### config.mk
export PLATFORM = sky130hd
export DESIGN_NAME = mem_arbiter
export DESIGN_NICKNAME = d
export VERILOG_FILES = /design/src/rtl/mem_arbiter.sv
export SDC_FILE = /design/constraint.sdc
export NUM_CORES = 1
export LEC_CHECK = 0
export ABC_AREA = 1
export BUFFER_PORTS_ARGS = -buffer_cell sky130_fd_sc_hd__buf_2
export CORE_ASPECT_RATIO = 0.5
export CORE_MARGIN = 8
export CORE_UTILIZATION = 49
export DETAILED_ROUTE_END_ITERATION = 10
export GPL_TIMING_DRIVEN = 0
export PLACE_DENSITY = 0.8
export REMOVE_ABC_BUFFERS = 1
export SETUP_SLACK_MARGIN = 0.4
export SLEW_MARGIN = 20
export SYNTH_ARGS = -nofsm -noshare
export SYNTH_HDL_FRONTEND = slang
export SYNTH_SLANG_ARGS = --single-unit
export TNS_END_PERCENT = 20
### constraint.sdc
create_clock -name Clk -period 1.6 [get_ports Clk]
set_input_delay 0.32 -clock Clk [delete_from_list [all_inputs] [get_ports Clk]]
set_output_delay 0.32 -clock Clk [all_outputs]
set_load 0.01 [all_outputs]
### src/rtl/mem_arbiter.sv
// Two-requester (CPU / DMA) arbiter in front of a synchronous single-port memory.
// Each access walks IDLE -> ACCESS -> CAPTURE -> IDLE. The requester's done pulse
// and rdata update land in the cycle after CAPTURE.
// Build option: define ARB_CPU_PRIORITY_EN to make the CPU win every tie.
// When it is undefined, ties are resolved round-robin using last_served.
module mem_arbiter (
    input  logic       Clk,
    input  logic       Reset,

    input  logic       cpu_req,
    input  logic       cpu_write,
    input  logic [7:0] cpu_addr,
    input  logic [7:0] cpu_wdata,
    output logic       cpu_gnt,
    output logic       cpu_done,
    output logic [7:0] cpu_rdata,

    input  logic       dma_req,
    input  logic       dma_write,
    input  logic [7:0] dma_addr,
    input  logic [7:0] dma_wdata,
    output logic       dma_gnt,
    output logic       dma_done,
    output logic [7:0] dma_rdata,

    output logic [7:0] mem_addr,
    output logic [7:0] mem_wdata,
    output logic       mem_write,
    input  logic [7:0] mem_rdata,

    output logic       busy
);

    localparam int unsigned DW = 8;

    typedef enum logic [1:0] {
        IDLE    = 2'd0,
        ACCESS  = 2'd1,
        CAPTURE = 2'd2
    } state_t;

    state_t state;
    logic   last_served;   // 1 = DMA owns (or last owned) the memory
    logic   lat_write;     // latched direction of the access in flight
    logic   pick_dma;

    // Winner selection for the current IDLE cycle; only consumed in IDLE.
    always_comb begin
        pick_dma = 1'b0;
`ifdef ARB_CPU_PRIORITY_EN
        pick_dma = dma_req && !cpu_req;
`else
        pick_dma = dma_req && (!cpu_req || !last_served);
`endif
    end

    // Access sequencer: state, grants, memory drive, capture and done pulses.
    always_ff @(posedge Clk or posedge Reset) begin
        if (Reset) begin
            state       <= IDLE;
            last_served <= 1'b1;
            lat_write   <= 1'b0;
            cpu_gnt     <= 1'b0;
            dma_gnt     <= 1'b0;
            cpu_done    <= 1'b0;
            dma_done    <= 1'b0;
            cpu_rdata   <= DW'(0);
            dma_rdata   <= DW'(0);
            mem_addr    <= DW'(0);
            mem_wdata   <= DW'(0);
            mem_write   <= 1'b0;
            busy        <= 1'b0;
        end else begin
            cpu_done <= 1'b0;
            dma_done <= 1'b0;
            case (state)
                IDLE: begin
                    if (cpu_req || dma_req) begin
                        state       <= ACCESS;
                        busy        <= 1'b1;
                        last_served <= pick_dma;
                        cpu_gnt     <= !pick_dma;
                        dma_gnt     <= pick_dma;
                        lat_write   <= pick_dma ? dma_write : cpu_write;
                        mem_write   <= pick_dma ? dma_write : cpu_write;
                        mem_addr    <= pick_dma ? dma_addr  : cpu_addr;
                        mem_wdata   <= pick_dma ? dma_wdata : cpu_wdata;
                    end
                end
                ACCESS: begin
                    state     <= CAPTURE;
                    cpu_gnt   <= 1'b0;
                    dma_gnt   <= 1'b0;
                    mem_write <= 1'b0;
                end
                CAPTURE: begin
                    state    <= IDLE;
                    busy     <= 1'b0;
                    cpu_done <= !last_served;
                    dma_done <= last_served;
                    if (!lat_write) begin
                        if (last_served) begin
                            dma_rdata <= mem_rdata;
                        end else begin
                            cpu_rdata <= mem_rdata;
                        end
                    end
                end
                default: begin
                    state     <= IDLE;
                    busy      <= 1'b0;
                    cpu_gnt   <= 1'b0;
                    dma_gnt   <= 1'b0;
                    mem_write <= 1'b0;
                end
            endcase
        end
    end

endmodule

==> results.toml, run 1 <==
[placed_design]
gp_congestion = 0.730
dp_slack_ns = -0.112
dpl.hpwl_um = 3670
dp.cells = 375
portBuffers = 83

[clocking]
cts_num_sinks = 42
cts-hold-fix-buffers = 0
worstSkewPairLatency_ns = 0.30
cts_made_buffers = 5
cts_tree = "built"
path_clk_slew_ns = 0.09
cts.path.max_buffers = 2
cts_root_buf = "clkbuf_8"
cts_htree_levels = 2

[sta]
rsz0062_at_grt = "yes"
setup_ws_ns = 0.351
worst_slew_pin_slew_ns = 0.393
holdWs_ns = 0.00151
post-route-min-period_ns = 1.25
min_period_over_period = 0.781
tns_ns = 0
max_slew_margin = 0.737
fmax_mhz = 801
hold_violations = 0
setup_viol = 0
slew_violations = 0
fin_worst_skew_ns = 0.0167

[floorplanning]
core_area_um2 = 4360
die_y_um = 63.4
start_util = 0.504
die_x_um = 111
fp.dieArea_um2 = 7020
fp-row-count = 17
pin_count = 84

[critical_path]
r2r_cells = 5
cp_max_fo = 20
cp.arrival_ns = 1.44
criticalPathCategory = "register to register"
worstPathRequired_ns = 1.80
cp-start-kind = "register"
reg2reg_to = "lat_write"
critPathSlowestCell = "dfstp_2"
critPathCaptureType = "register"
worstPathCellList = "nand2_8, nand2_8, nand2_1, nand3_4, nand2_1"
r2r_slack_ns = 0.35
reg2reg_from = "last_served"
cpPeakStageDelay_ns = 0.62

[detailed_routing]
finalWirelength_um = 5200
drc = 0
viasPerCell = 4.68
dr_total_vias = 1821
wl_met3_um = 289
met2WireLength_um = 2800
drtPass1Iterations = 4
avgRoutedWirePerCell_um = 13.4
ant_nets = 0
wl_met1_um = 2090
drt_iter0_drc = 89
routed.top_layer = "met4"

[power]
power.leakage_nw = 1.64
ir_worst_vdd_mv = 0.675
power.density_nw_per_um2 = 1860
power.total_mw = 5.24

[flow_run]
drv_cap = 0

[finish]
finalNetCount = 377
layout.cells.non_filler = 389
layout-drive-gt1-share = 0.458
area_growth_pct = 28.1
antenna_cells = 0

[grt]
grt.overflow.total = 0
grt_max_degree = 27
antenna_found_initial = 0
track_usage = 0.146
grt_pass1_wl_um = 8610
grt_pass1_vias = 1851

[logic_synthesis]
ys_seq_elements = 42
yosysSeqAreaShare = 0.478
synth_cells = 243
synth.avg_cell_area_um2 = 9.05
synth_area_um2 = 2200
yosys_warnings = 0
synth.distinct_cells = 22

[min_path]
hold_path.class = "input port to asynchronous set/reset pin"

[outcome]
outcome = "completed"
-- critical path: cells and delay by family, from the launching register on --
kind | cells | cell delay [ns]
flops | 1 | 0.62
simple gates | 5 | 0.53
-- power breakdown --
group / total [mW] / switching, mW / internal, mW
clock network: 1.05 / 0.380 / 0.666
logic: 2.32 / 1.40 / 0.917
registers: 1.88 / 0.297 / 1.58
total: 5.24 / 2.08 / 3.17
-- placed cells by master, fill, tap and decap left out --
master,netlist,routed
nor2_8,1,1
buf_4,1,5
nand2_1,67,67
nor2_4,2,3
inv_8,1,1
buf_2,1,82
inv_2,3,4
bufinv_16,0,2
nand2_4,3,2
nand3_4,1,1
nand2_8,1,4
nand3_1,18,18
inv_1,44,43
nor2_1,5,5
nand2_2,12,11
o21ai_1,6,6
o21ai_2,11,11
nand3_2,16,16
dfrtp_1,41,41
buf_12,3,1
clkbuf_8,0,6
nor2_2,1,1
dfstp_2,1,1
-- through the flow --
stage,cell area [um2],utilization
after floorplan,2080,-
after detailed placement,2590,0.594
after global routing,2820,0.646
final,2820,0.646
after CTS,2820,0.646
after global placement,2570,0.589
-- area by class of cell --
type,count,area (um2)
Sequential cell,42,1050
Clock buffer,6,82.6
Timing Repair Buffer,88,468
Fill cell,374,1540
Tap cell,57,71.3
Clock inverter,2,60.1
Inverter,48,188
Multi-Input combinational cell,146,896
-- how the worst max path moves through the flow --
stage                            from      endpoint  slack [ns]  cells past startpoint
after floorplan                 Reset          busy        0.31                      1
after global placement          Reset  mem_wdata[4]       -0.18                      2
after detailed placement      dma_req     lat_write       -0.11                      6
after CTS                 last_served     mem_write        0.35                      5
after global routing      last_served  dma_rdata[6]        0.29                      5
final                     last_served     lat_write        0.35                      5
-- sequential cells by signal (all words and copies together), names as in the netlist --
name         cells
mem_write        1
dma_rdata        8
busy             1
lat_write        1
mem_addr         8
cpu_done         1
cpu_rdata        8
last_served      1
dma_done         1
state            2
dma_gnt          1
mem_wdata        8
cpu_gnt          1
-- per-layer routing --
layer,vias up,track usage
met2,56,0.270
li1,911,-
met5,-,0
met1,852,0.159
met3,2,0.0425
met4,0,0.0401
-- synth_stat cells, drive strengths merged --
library cell	instances	area share
inv	48	0.085
nand3	35	0.12
buf	9	0.053
dfrtp	41	0.47
o21ai	17	0.057
dfstp	1	0.012
nand2	83	0.17
nor2	9	0.031
-- cell families after synthesis --
logic type             synth area share
AOI/OAI and AO/OA                0.0575
buffers and inverters             0.139
and+or+nand+nor                   0.325
DFF                               0.478
-- what timing repair did --
action	4_1_cts	5_1_grt
setup buffers	4	0
resized for setup	5	0
pin swaps	4	1
cloned	2	0
endpoints found under the setup margin	27	37
Note: power is estimated with default switching activity, not from simulation.
==> inputs of run 2 (changes only) <==
Settings changed: ABC_AREA 1 to 0, CORE_UTILIZATION 49 to 46, PLACE_DENSITY 0.8 to 0.79.
Clock period 1.6 ns to 1.2 ns, I/O delays scaled along.
==> results.toml, run 2 <==
[sta]
setup_ws_ns = -0.393
setup_viol = 36
post-route-min-period_ns = 1.59
max_slew_margin = 0.721
tns_ns = -11.13
hold_violations = 15
holdWs_ns = -0.105
rsz0062_at_grt = "yes"
min_period_over_period = 1.33
slew_violations = 0
fin_worst_skew_ns = 0.00992
worst_slew_pin_slew_ns = 0.418
fmax_mhz = 628

[finish]
num-fill-cells = 278
postLayoutCoreUtil = 0.697
layout-drive-gt1-share = 0.751
final_cell_mix = "buf_2 (78), dfrtp_1 (39), mux2_4 (32)"
layout_commonest_cell = "buf_2"
antenna_cells = 0
ff_latch_area_um2 = 1050
area_growth_pct = 46.7
finalNetCount = 262
multiInputGateArea_um2 = 838

[clocking]
path_clk_slew_ns = 0.09
cts_root_buf = "clkbuf_8"
cts_htree_levels = 2
cts_num_sinks = 42
cts.path.max_buffers = 2
cts_made_buffers = 5
cts_tree = "built"
worstSkewPairLatency_ns = 0.29

[logic_synthesis]
yosys.area.top_type = "dfrtp_1"
yosys_warnings = 0
ys.flop_type = "dfrtp_1"
yosysSeqAreaShare = 0.570
async_flop_share = 1.00
synth.avg_cell_area_um2 = 15.6
synth_area_um2 = 1850
synth_top_cell_area_share = 0.556
synth_cells = 118
synth_common_cells = "dfrtp_1 (41), mux2_2 (34), mux2_4 (14)"
synth.distinct_cells = 26
ys_seq_elements = 42
synth-edff-count = 0
yosysMostFrequentCell = "dfrtp_1"
yosys-top-cells-area = "dfrtp_1 (56%), mux2_2 (21%), mux2_4 (11%), dfstp_2 (1.4%), buf_12 (1.1%)"

[detailed_routing]
ant_nets = 0
dr_total_vias = 1322
avgRoutedWirePerCell_um = 17.8
finalWirelength_um = 4830
drtPass1Iterations = 4
drt_iter0_drc = 52
viasPerCell = 4.88
drc = 0

[floorplanning]
pin_count = 84
die_y_um = 60.8
fp-row-count = 16
core_area_um2 = 3880
die_x_um = 106
fp.dieArea_um2 = 6420
start_util = 0.475

[power]
ir_worst_vdd_mv = 1.27
p_comb_frac = 0.477
power.total_mw = 7.04
power_frac_clock = 0.156
p_switching_mw = 2.31
p_int_mw = 4.73
swShare = 0.328
p_seq_frac = 0.367
power.leakage_nw = 1.41
power.density_nw_per_um2 = 2600

[outcome]
outcome = "complete, but fails checks"
violations = "hold timing, setup timing"

[placed_design]
dpl.hpwl_um = 3130
portBuffers = 83
dp_slack_ns = -0.897
gp_congestion = 0.760

[critical_path]
worstPathRequired_ns = 1.37
crit_start = "last_served"
cp_max_fo = 7
cp.arrival_ns = 1.76
critPathCaptureType = "register"
criticalPathCategory = "register to register"
cp-start-kind = "register"
reg2reg_from = "last_served"

[min_path]
hold_path.class = "input port to asynchronous set/reset pin"

[grt]
antenna_found_initial = 0
grt_pass1_vias = 1554
grt.overflow.total = 0
track_usage = 0.151
grt_max_degree = 28
grt_pass1_wl_um = 7610

[flow_run]
drv_cap = 0
run 2: changes by cell type in the layout (fill, tap and decap cells not counted), moves of 4 or more:
cell	delta
o21ai_2	-10
buf_2	-4
buf_6	+7
nand2_1	-67
nand3_2	-16
inv_1	-41
nand3_1	-18
nand2_2	-11
o21ai_1	-6
mux2_2	+16
mux2_4	+32
nand2_8	-4
run 2: final timing paths:
kind | to | slack [ns] | cells after the start
setup / recovery | mem_wdata[0] | -0.39 | 4
hold / removal | mem_wdata[2] | -0.11 | 2
setup reg to reg | mem_wdata[0] | -0.39 | 4
hold reg to reg | dma_gnt | 0.49 | 1
max in group asynchronous | last_served | 0.77 | 3
min in group Clk | cpu_rdata[4] | 0.18 | 2
run 2: cell families (layout without fill, tap and decap cells):
kind of cell | Yosys count | count (layout) | share of synthesized area
compound gates | 9 | 9 | 0.0366
buf+inv | 8 | 107 | 0.0319
flops | 42 | 42 | 0.570
mux | 50 | 50 | 0.332
simple gates | 9 | 9 | 0.0292
run 2: cell type report:
type / instances / share of cell area
multi-input combinational: 68 / 0.310
clock buffer: 6 / 0.0268
tap: 54 / 0.0250
sequential: 42 / 0.390
timing repair buffer: 95 / 0.230
clock inverter: 2 / 0.0139
inverter: 4 / 0.00555
run 2: per-stage QoR:
step | cells | area (um2) | hold slack (ns)
6_report | 271 | 2710 | -0.105
5_1_grt | 271 | 2710 | -0.0868
4_1_cts | 269 | 2650 | -0.0885
3_5_place_dp | 252 | 2300 | 0.233
3_3_place_gp | 251 | 2280 | 0.437
2_1_floorplan | 114 | 1800 | 0.310
run 2: per-layer routing:
layer	track usage	part of all wire
met5	0	0
met3	0.0519	0.052
met2	0.292	0.56
met4	0.0594	0.018
met1	0.151	0.37
run 2: repair_timing:
| item | CTS | global route |
|---|---|---|
| hold endpoints to repair | 15 | 15 |
| buffers inserted | 8 | 2 |
| setup endpoints to repair | 78 | 79 |
| pin swaps | 2 | 2 |
| gates resized for setup | 30 | 10 |
| gates cloned | 1 | 0 |
run 2: critical path, cell delays in order, from the launching register on:
cell and delay [ns]:
dfstp_2 0.56, a21bo_4 0.19, buf_12 0.15, mux2_4 0.31, mux2_4 0.26
run 2: power by group through the flow:
stage | logic, mW | clock network, mW | registers (mW)
floorplan | 1.30 | 0 | 2.82
global placement | 2.54 | 0 | 2.49
detailed placement | 2.61 | 0 | 2.54
CTS | 3.20 | 1.12 | 2.55
global route | 3.59 | 1.19 | 2.68
finish | 3.36 | 1.10 | 2.58
